File: src/rtl/uart_pkg.sv
// uart_pkg: FSM encoding, default line settings and bit-timing derivation shared by UART blocks
package uart_pkg;
    typedef enum logic [1:0] {IDLE, START, DATA, STOP} uart_state_t;
    localparam int CLOCK_FREQ_DEF = 125_000_000;
    localparam int BAUD_RATE_DEF  = 115_200;
    function automatic int symbol_edge_time(input int clock_freq, input int baud_rate);
        return clock_freq / baud_rate;
    endfunction
    function automatic int sample_time(input int clock_freq, input int baud_rate);
        return (clock_freq / baud_rate) / 2;
    endfunction
endpackage

File: src/rtl/uart_receiver_if.sv
// uart_receiver_if: received-byte valid/ready handshake
interface uart_receiver_if;
    logic [7:0] data_out;
    logic       data_out_valid;
    logic       data_out_ready;
    modport master (output data_out, data_out_valid, input data_out_ready);
    modport slave (input data_out, data_out_valid, output data_out_ready);
endinterface

File: src/rtl/sync_2ff.sv
// sync_2ff: two-flop synchronizer for an asynchronous single-bit input
module sync_2ff #(
    parameter logic RST_VAL = 1'b1
) (
    input  logic clk,
    input  logic rst,
    input  logic d,
    output logic q
);
    logic meta_q;
    always_ff @(posedge clk or posedge rst) begin
        if (rst) begin
            meta_q <= RST_VAL;
            q      <= RST_VAL;
        end else begin
            meta_q <= d;
            q      <= meta_q;
        end
    end
endmodule

File: src/rtl/uart_receiver.sv
// uart_receiver: 8N1 UART receiver with mid-bit sampling and a valid/ready output byte
module uart_receiver
    import uart_pkg::*;
#(
    parameter int CLOCK_FREQ = CLOCK_FREQ_DEF,
    parameter int BAUD_RATE  = BAUD_RATE_DEF
) (
    input  logic clk,
    input  logic rst,
    input  logic serial_in,
    uart_receiver_if.master rx_if,
    output logic frame_err,
    output logic overrun,
    output logic rx_busy
);
    localparam int SET = symbol_edge_time(CLOCK_FREQ, BAUD_RATE);
    localparam int SMP = sample_time(CLOCK_FREQ, BAUD_RATE);
    localparam int CW  = $clog2(SET);
    localparam logic [CW-1:0] EDGE_LAST = CW'(SET - 1);
    localparam logic [CW-1:0] SMP_LAST  = CW'(SMP - 1);

    logic rx_s;
    uart_state_t state_q, state_d;
    logic [CW-1:0] cnt_q, cnt_d;
    logic [2:0] idx_q, idx_d;
    logic [7:0] shift_q, shift_d, data_out_q, data_out_d;
    logic rx_prev_q, rx_prev_d, valid_q, valid_d;
    logic frame_err_q, frame_err_d, overrun_q, overrun_d, busy_q, busy_d;
    logic bit_end, held;

    sync_2ff #(.RST_VAL(1'b1)) u_sync (.clk(clk), .rst(rst), .d(serial_in), .q(rx_s));

    assign rx_if.data_out       = data_out_q;
    assign rx_if.data_out_valid = valid_q;
    assign frame_err            = frame_err_q;
    assign overrun              = overrun_q;
    assign rx_busy              = busy_q;
    assign bit_end              = cnt_q == EDGE_LAST;
    assign held                 = valid_q && !rx_if.data_out_ready;

    always_comb begin
        state_d     = state_q;
        cnt_d       = (state_q == IDLE || bit_end) ? cnt_q : cnt_q + 1'b1;
        idx_d       = idx_q;
        shift_d     = shift_q;
        data_out_d  = data_out_q;
        valid_d     = held;
        frame_err_d = 1'b0;
        overrun_d   = 1'b0;
        rx_prev_d   = rx_s;
        case (state_q)
            IDLE: if (rx_prev_q && !rx_s) begin
                state_d = START;
                cnt_d   = '0;
            end
            START: if (cnt_q == SMP_LAST) begin
                state_d = rx_s ? IDLE : DATA;
                cnt_d   = '0;
                idx_d   = '0;
            end
            DATA: if (bit_end) begin
                shift_d[idx_q] = rx_s;
                cnt_d          = '0;
                idx_d          = idx_q + 3'd1;
                state_d        = (idx_q == 3'd7) ? STOP : DATA;
            end
            STOP: if (bit_end) begin
                state_d     = IDLE;
                cnt_d       = '0;
                frame_err_d = !rx_s;
                overrun_d   = rx_s && held;
                // a held byte wins; the new one is dropped and flagged as overrun
                data_out_d  = (rx_s && !held) ? shift_q : data_out_q;
                valid_d     = held || rx_s;
            end
            default: state_d = IDLE;
        endcase
        busy_d = state_d != IDLE;
    end

    always_ff @(posedge clk or posedge rst) begin
        if (rst) begin
            state_q     <= IDLE;
            cnt_q       <= '0;
            idx_q       <= '0;
            shift_q     <= '0;
            data_out_q  <= 8'h00;
            rx_prev_q   <= 1'b1;
            valid_q     <= 1'b0;
            frame_err_q <= 1'b0;
            overrun_q   <= 1'b0;
            busy_q      <= 1'b0;
        end else begin
            state_q     <= state_d;
            cnt_q       <= cnt_d;
            idx_q       <= idx_d;
            shift_q     <= shift_d;
            data_out_q  <= data_out_d;
            rx_prev_q   <= rx_prev_d;
            valid_q     <= valid_d;
            frame_err_q <= frame_err_d;
            overrun_q   <= overrun_d;
            busy_q      <= busy_d;
        end
    end
endmodule

File: src/flat_wrapper.sv
// flat-port wrapper written by rule: the top's interface ports become plain ports
module uart_receiver_flat import uart_pkg::*;
#(
    parameter int CLOCK_FREQ = CLOCK_FREQ_DEF,
    parameter int BAUD_RATE  = BAUD_RATE_DEF
)
  (clk, rst, serial_in, frame_err, overrun, rx_busy, rx_if_data_out, rx_if_data_out_valid, rx_if_data_out_ready);
  uart_receiver_if rx_if_i ();
  input  logic clk;
  input  logic rst;
  input  logic serial_in;
  output logic frame_err;
  output logic overrun;
  output logic rx_busy;
  output wire logic [$bits(rx_if_i.data_out)-1:0] rx_if_data_out;
  output wire logic [$bits(rx_if_i.data_out_valid)-1:0] rx_if_data_out_valid;
  input wire logic [$bits(rx_if_i.data_out_ready)-1:0] rx_if_data_out_ready;
  assign rx_if_data_out = rx_if_i.data_out;
  assign rx_if_data_out_valid = rx_if_i.data_out_valid;
  assign rx_if_i.data_out_ready = rx_if_data_out_ready;
  uart_receiver #(.CLOCK_FREQ(CLOCK_FREQ), .BAUD_RATE(BAUD_RATE)) u_core (.clk(clk), .rst(rst), .serial_in(serial_in), .rx_if(rx_if_i), .frame_err(frame_err), .overrun(overrun), .rx_busy(rx_busy));
endmodule
File: config.mk
export PLATFORM = sky130hd
export DESIGN_NAME = uart_receiver_flat
export DESIGN_NICKNAME = d
export VERILOG_FILES = /design/src/rtl/uart_pkg.sv /design/src/rtl/uart_receiver_if.sv /design/src/rtl/sync_2ff.sv /design/src/rtl/uart_receiver.sv /design/src/flat_wrapper.sv
export SDC_FILE = /design/constraint.sdc
export NUM_CORES = 1
export LEC_CHECK = 0
export ABC_CLOCK_PERIOD_IN_PS = 2000
export CORE_UTILIZATION = 52
export DETAILED_ROUTE_END_ITERATION = 12
export PLACE_DENSITY = 0.75
export SYNTH_ARGS = -nofsm -noshare
export SYNTH_HDL_FRONTEND = slang
export SYNTH_HIERARCHICAL = 1
export SYNTH_SLANG_ARGS = --single-unit
File: constraint.sdc
create_clock -name clk -period 2 [get_ports clk]
set_clock_uncertainty 0.1 [all_clocks]
set_input_delay 0.3 -clock clk [delete_from_list [all_inputs] [get_ports clk]]
set_output_delay 0.3 -clock clk [all_outputs]
set_load 0.1 [all_outputs]
==> key figures, run 1 <==
Status
  – Outcome: finished, violations left
  – Failing checks: negative setup slack

Route
  – Vias: 1845
  – Met3 wire length: 404 µm
  – Metal2 WL: 2890 µm
  – Drt pass-1 iters: 5
  – Routed wire length: 5870 µm
  – DR vias/cell: 6.38
  – Detailed-route wire length per cell: 20.3 µm
  – Highest routed layer: met4
  – Post-route ant nets: 0
  – Metal-1 WL: 2300 µm
  – Drt drc: 0
  – Initial drt markers: 244

Synthesis
  – Synth Register Bits: 39
  – Synth area leaders: dfrtp_1, mux2_2, ha_1
  – Synth Flop Type: dfrtp_1
  – Mapped Area: 2080 µm²
  – Number of synthesized flops with an enable pin: 0
  – Mapped Cells: 186
  – Syn nets: 199
  – Area share of the largest cell type after synthesis: 43.3%
  – Post-synthesis sequential area ratio: 47.1%
  – Netlist cell types: 43
  – Post-synth top cells: dfrtp_1, mux2_2, nand3_1
  – Most numerous cell in the Yosys netlist: dfrtp_1
  – Synth warnings: 6
  – Async set-reset flop share out of synthesis: 100%
  – Avg Cell Area, Syn: 11.2 µm²
  – Synth area leader: dfrtp_1

Worst setup path
  – R2r endpoint: u_core/cnt_q[9]$_DFF_PP0_
  – Reg2Reg Setup Slack: -0.11 ns
  – Kind of critical path: flip-flop to flip-flop
  – Setup crit end: u_core/cnt_q[9]$_DFF_PP0_
  – Max FO, Critical Path: 7
  – Worst R2R Path Depth: 6
  – CP Launch Type: flip-flop
  – Critical Path Source: u_core/cnt_q[1]$_DFF_PP0_
  – Crit. End Element: flip-flop
  – Data required time of the critical path: 2.05 ns
  – R2r startpoint: u_core/cnt_q[1]$_DFF_PP0_
  – Crit path DAT: 2.16 ns

Placed design
  – Number of buffers inserted by port buffering: 15
  – GPL Wtd Cong: 0.907
  – Placed cell count: 273
  – Dpl hpwl: 3440 µm

Final layout
  – Fraction of layout cells with a size suffix above 1: 46.5%
  – Util after Layout: 75.3%
  – FF/Latch Area: 980 µm²
  – P&R area growth vs syn: 35.4%
  – Final nets: 253
  – Ant. Diodes: 0
  – Multi-input gate area: 1200 µm²
  – Layout Cells excl Fill: 289
  – Filler cell count: 238

STA
  – Slew margin rel.: 65.5%
  – Min Tclk post-route: 2.11 ns
  – Final hold vios: 0
  – # setup viols final: 29
  – Final Max Tran Viols: 0
  – FMAX: 475 MHz
  – Setup ws final: -0.105 ns
  – RSZ-0062 raised after global routing: yes
  – Final worst path period share: 105%
  – Fin Hold WS: 0.250 ns
  – Least-Margin Pin Slew: 0.517 ns

Clock tree
  – Max Root-Sink Buffers: 2
  – Root buffer cell: clkbuf_8
  – Clock transition at path regs: 0.08 ns
  – Num Clock Sinks: 39
  – CTS H-tree lvls: 2
  – CTS tree: yes
  – Num CTS Buffers: 5
  – Post-CTS Hold Fix Bufs: 0
  – Worst skew pair latency: 0.29 ns

GRT
  – Largest net degree at the start of global routing: 38
  – First-pass GRT wire length: 8590 µm
  – Grt ovf: 0
  – Global-route usage over all layers: 27.8%
  – Vias in the first global route: 1770
  – Initial antenna violation count: 0

Die
  – Core box area: 3740 µm²
  – Die Wd: 65.3 µm
  – Top-level port count: 16
  – Die Height: 65.3 µm
  – Initial Util: 55.6%
  – Die ar.: 4260 µm²
  – Cell row count: 22

Pwr
  – Leakage Power: 1.23 nW
  – Pwr/cell area: 863 nW/µm²
  – Worst VDD drop: 0.509 mV

Flow run
  – Max_cap viols: 0

Hold path
  – Worst hold-check path type: input port to async pin
-- metrics by stage --
stage	power (mW)	instance area, µm²	setup slack (ns)	setup TNS, ns
4_1_cts	2.30	2730	-0.0294	-0.0538
2_1_floorplan	1.28	2120	-0.0913	-0.404
3_3_place_gp	1.52	2480	-0.0193	-0.0984
3_5_place_dp	1.55	2480	-0.135	-1.67
6_report	2.43	2820	-0.105	-1.23
5_1_grt	2.51	2820	-0.129	-2.67
-- state kept, by name, indices dropped and copies added, names as in the netlist --
name,count
u_core/idx_q,3
u_core/u_sync/meta_q,1
u_core/u_sync/q,1
u_core/rx_prev_q,1
u_core/state_q,2
u_core/cnt_q,11
u_core/rx_if.data_out,8
u_core/rx_if.data_out_valid,1
u_core/shift_q,8
u_core/rx_busy,1
u_core/overrun,1
u_core/frame_err,1
-- how the worst min path moves through the flow --
stage | from | end | slack, ns | cells after the start
2_1_floorplan | rst | u_core/u_sync/meta_q$_DFF_PP1_ | 0.11 | 1
3_3_place_gp | u_core/u_sync/meta_q$_DFF_PP1_ | u_core/u_sync/q$_DFF_PP1_ | 0.25 | 0
3_5_place_dp | u_core/u_sync/meta_q$_DFF_PP1_ | u_core/u_sync/q$_DFF_PP1_ | 0.26 | 0
4_1_cts | rst | u_core/u_sync/q$_DFF_PP1_ | 0.25 | 2
5_1_grt | u_core/u_sync/meta_q$_DFF_PP1_ | u_core/u_sync/q$_DFF_PP1_ | 0.27 | 0
6_report | rst | u_core/u_sync/meta_q$_DFF_PP1_ | 0.25 | 2
-- layout make-up --
type / instances / share of cell area [%]
Sequential cell: 39 / 34.8
Tap cell: 48 / 2.13
Timing Repair Buffer: 55 / 15.0
Inverter: 10 / 1.33
Clock inverter: 3 / 1.55
Clock buffer: 5 / 2.44
Multi-Input combinational cell: 129 / 42.7
-- per-layer routing --
metal / track usage, % / vias to the layer above
met3: 6.42 / 35
met2: 43.9 / 104
li1: - / 805
met4: 17.7 / 0
met5: 0 / -
met1: 34.2 / 901
-- power breakdown --
part           switching (mW)  leakage (nW)  internal, mW
combinational           0.538         0.642         0.384
sequential             0.0286         0.529         0.832
clock                   0.279        0.0581         0.371
-- critical path, stage by stage (launching register included) --
cell and delay [ns]:
dfrtp_1 0.40, inv_2 0.08, ha_1 0.14, or4bb_4 0.49, o31a_4 0.35, o21ai_4 0.26, a22oi_1 0.14
-- cell usage in the layout, fill, tap and decap left out, types with 2 or more instances in the layout --
| master | instances |
|---|---|
| a2111oi_2 | 2 |
| a21oi_1 | 3 |
| a21oi_2 | 4 |
| a22oi_1 | 4 |
| a31oi_1 | 2 |
| buf_4 | 51 |
| clkbuf_8 | 5 |
| clkdlybuf4s50_1 | 3 |
| dfrtp_1 | 36 |
| dfstp_2 | 3 |
| ha_1 | 8 |
| inv_1 | 8 |
| inv_2 | 2 |
| mux2_2 | 12 |
| mux2_4 | 5 |
| nand2_1 | 9 |
| nand2b_1 | 3 |
| nand3_1 | 11 |
| nand4_1 | 4 |
| nor2_1 | 3 |
| nor3_1 | 4 |
| nor3_2 | 2 |
| nor3_4 | 2 |
| nor4b_4 | 4 |
| o211ai_1 | 5 |
| o21ai_0 | 5 |
| o21ai_4 | 2 |
| o31ai_1 | 4 |
| or3_1 | 4 |
| or4_1 | 2 |
| xnor2_1 | 4 |
-- logic make-up (layout without fill, tap and decap cells) --
kind of cell | count (synthesis) | in the layout | share of synthesized area, %
buffers and inverters | 19 | 73 | 4.33
DFF | 39 | 39 | 47.1
adders and majority gates | 9 | 9 | 5.41
xor gates and xnor gates | 4 | 4 | 1.68
AOI/OAI and AO/OA | 40 | 41 | 14.2
muxes | 18 | 18 | 9.86
and+or+nand+nor | 57 | 57 | 17.5
-- repair_timing --
item	CTS	global route
pin swaps	4	10
gates resized for setup	24	11
setup buffers	2	5
setup endpoints to repair	23	33
cloned	1	0
No activity file was read; power rests on OpenSTA's default activity.
==> inputs of run 2 (changes only) <==
--- a/config.mk
+++ b/config.mk
@@ -9,6 +9,7 @@
 export CORE_UTILIZATION = 52
 export DETAILED_ROUTE_END_ITERATION = 12
 export PLACE_DENSITY = 0.75
+export SLEW_MARGIN = 5
 export SYNTH_ARGS = -nofsm -noshare
 export SYNTH_HDL_FRONTEND = slang
 export SYNTH_HIERARCHICAL = 1
==> results of run 2 <==
Final layout, timing and power as in run 1 (identical DEF).
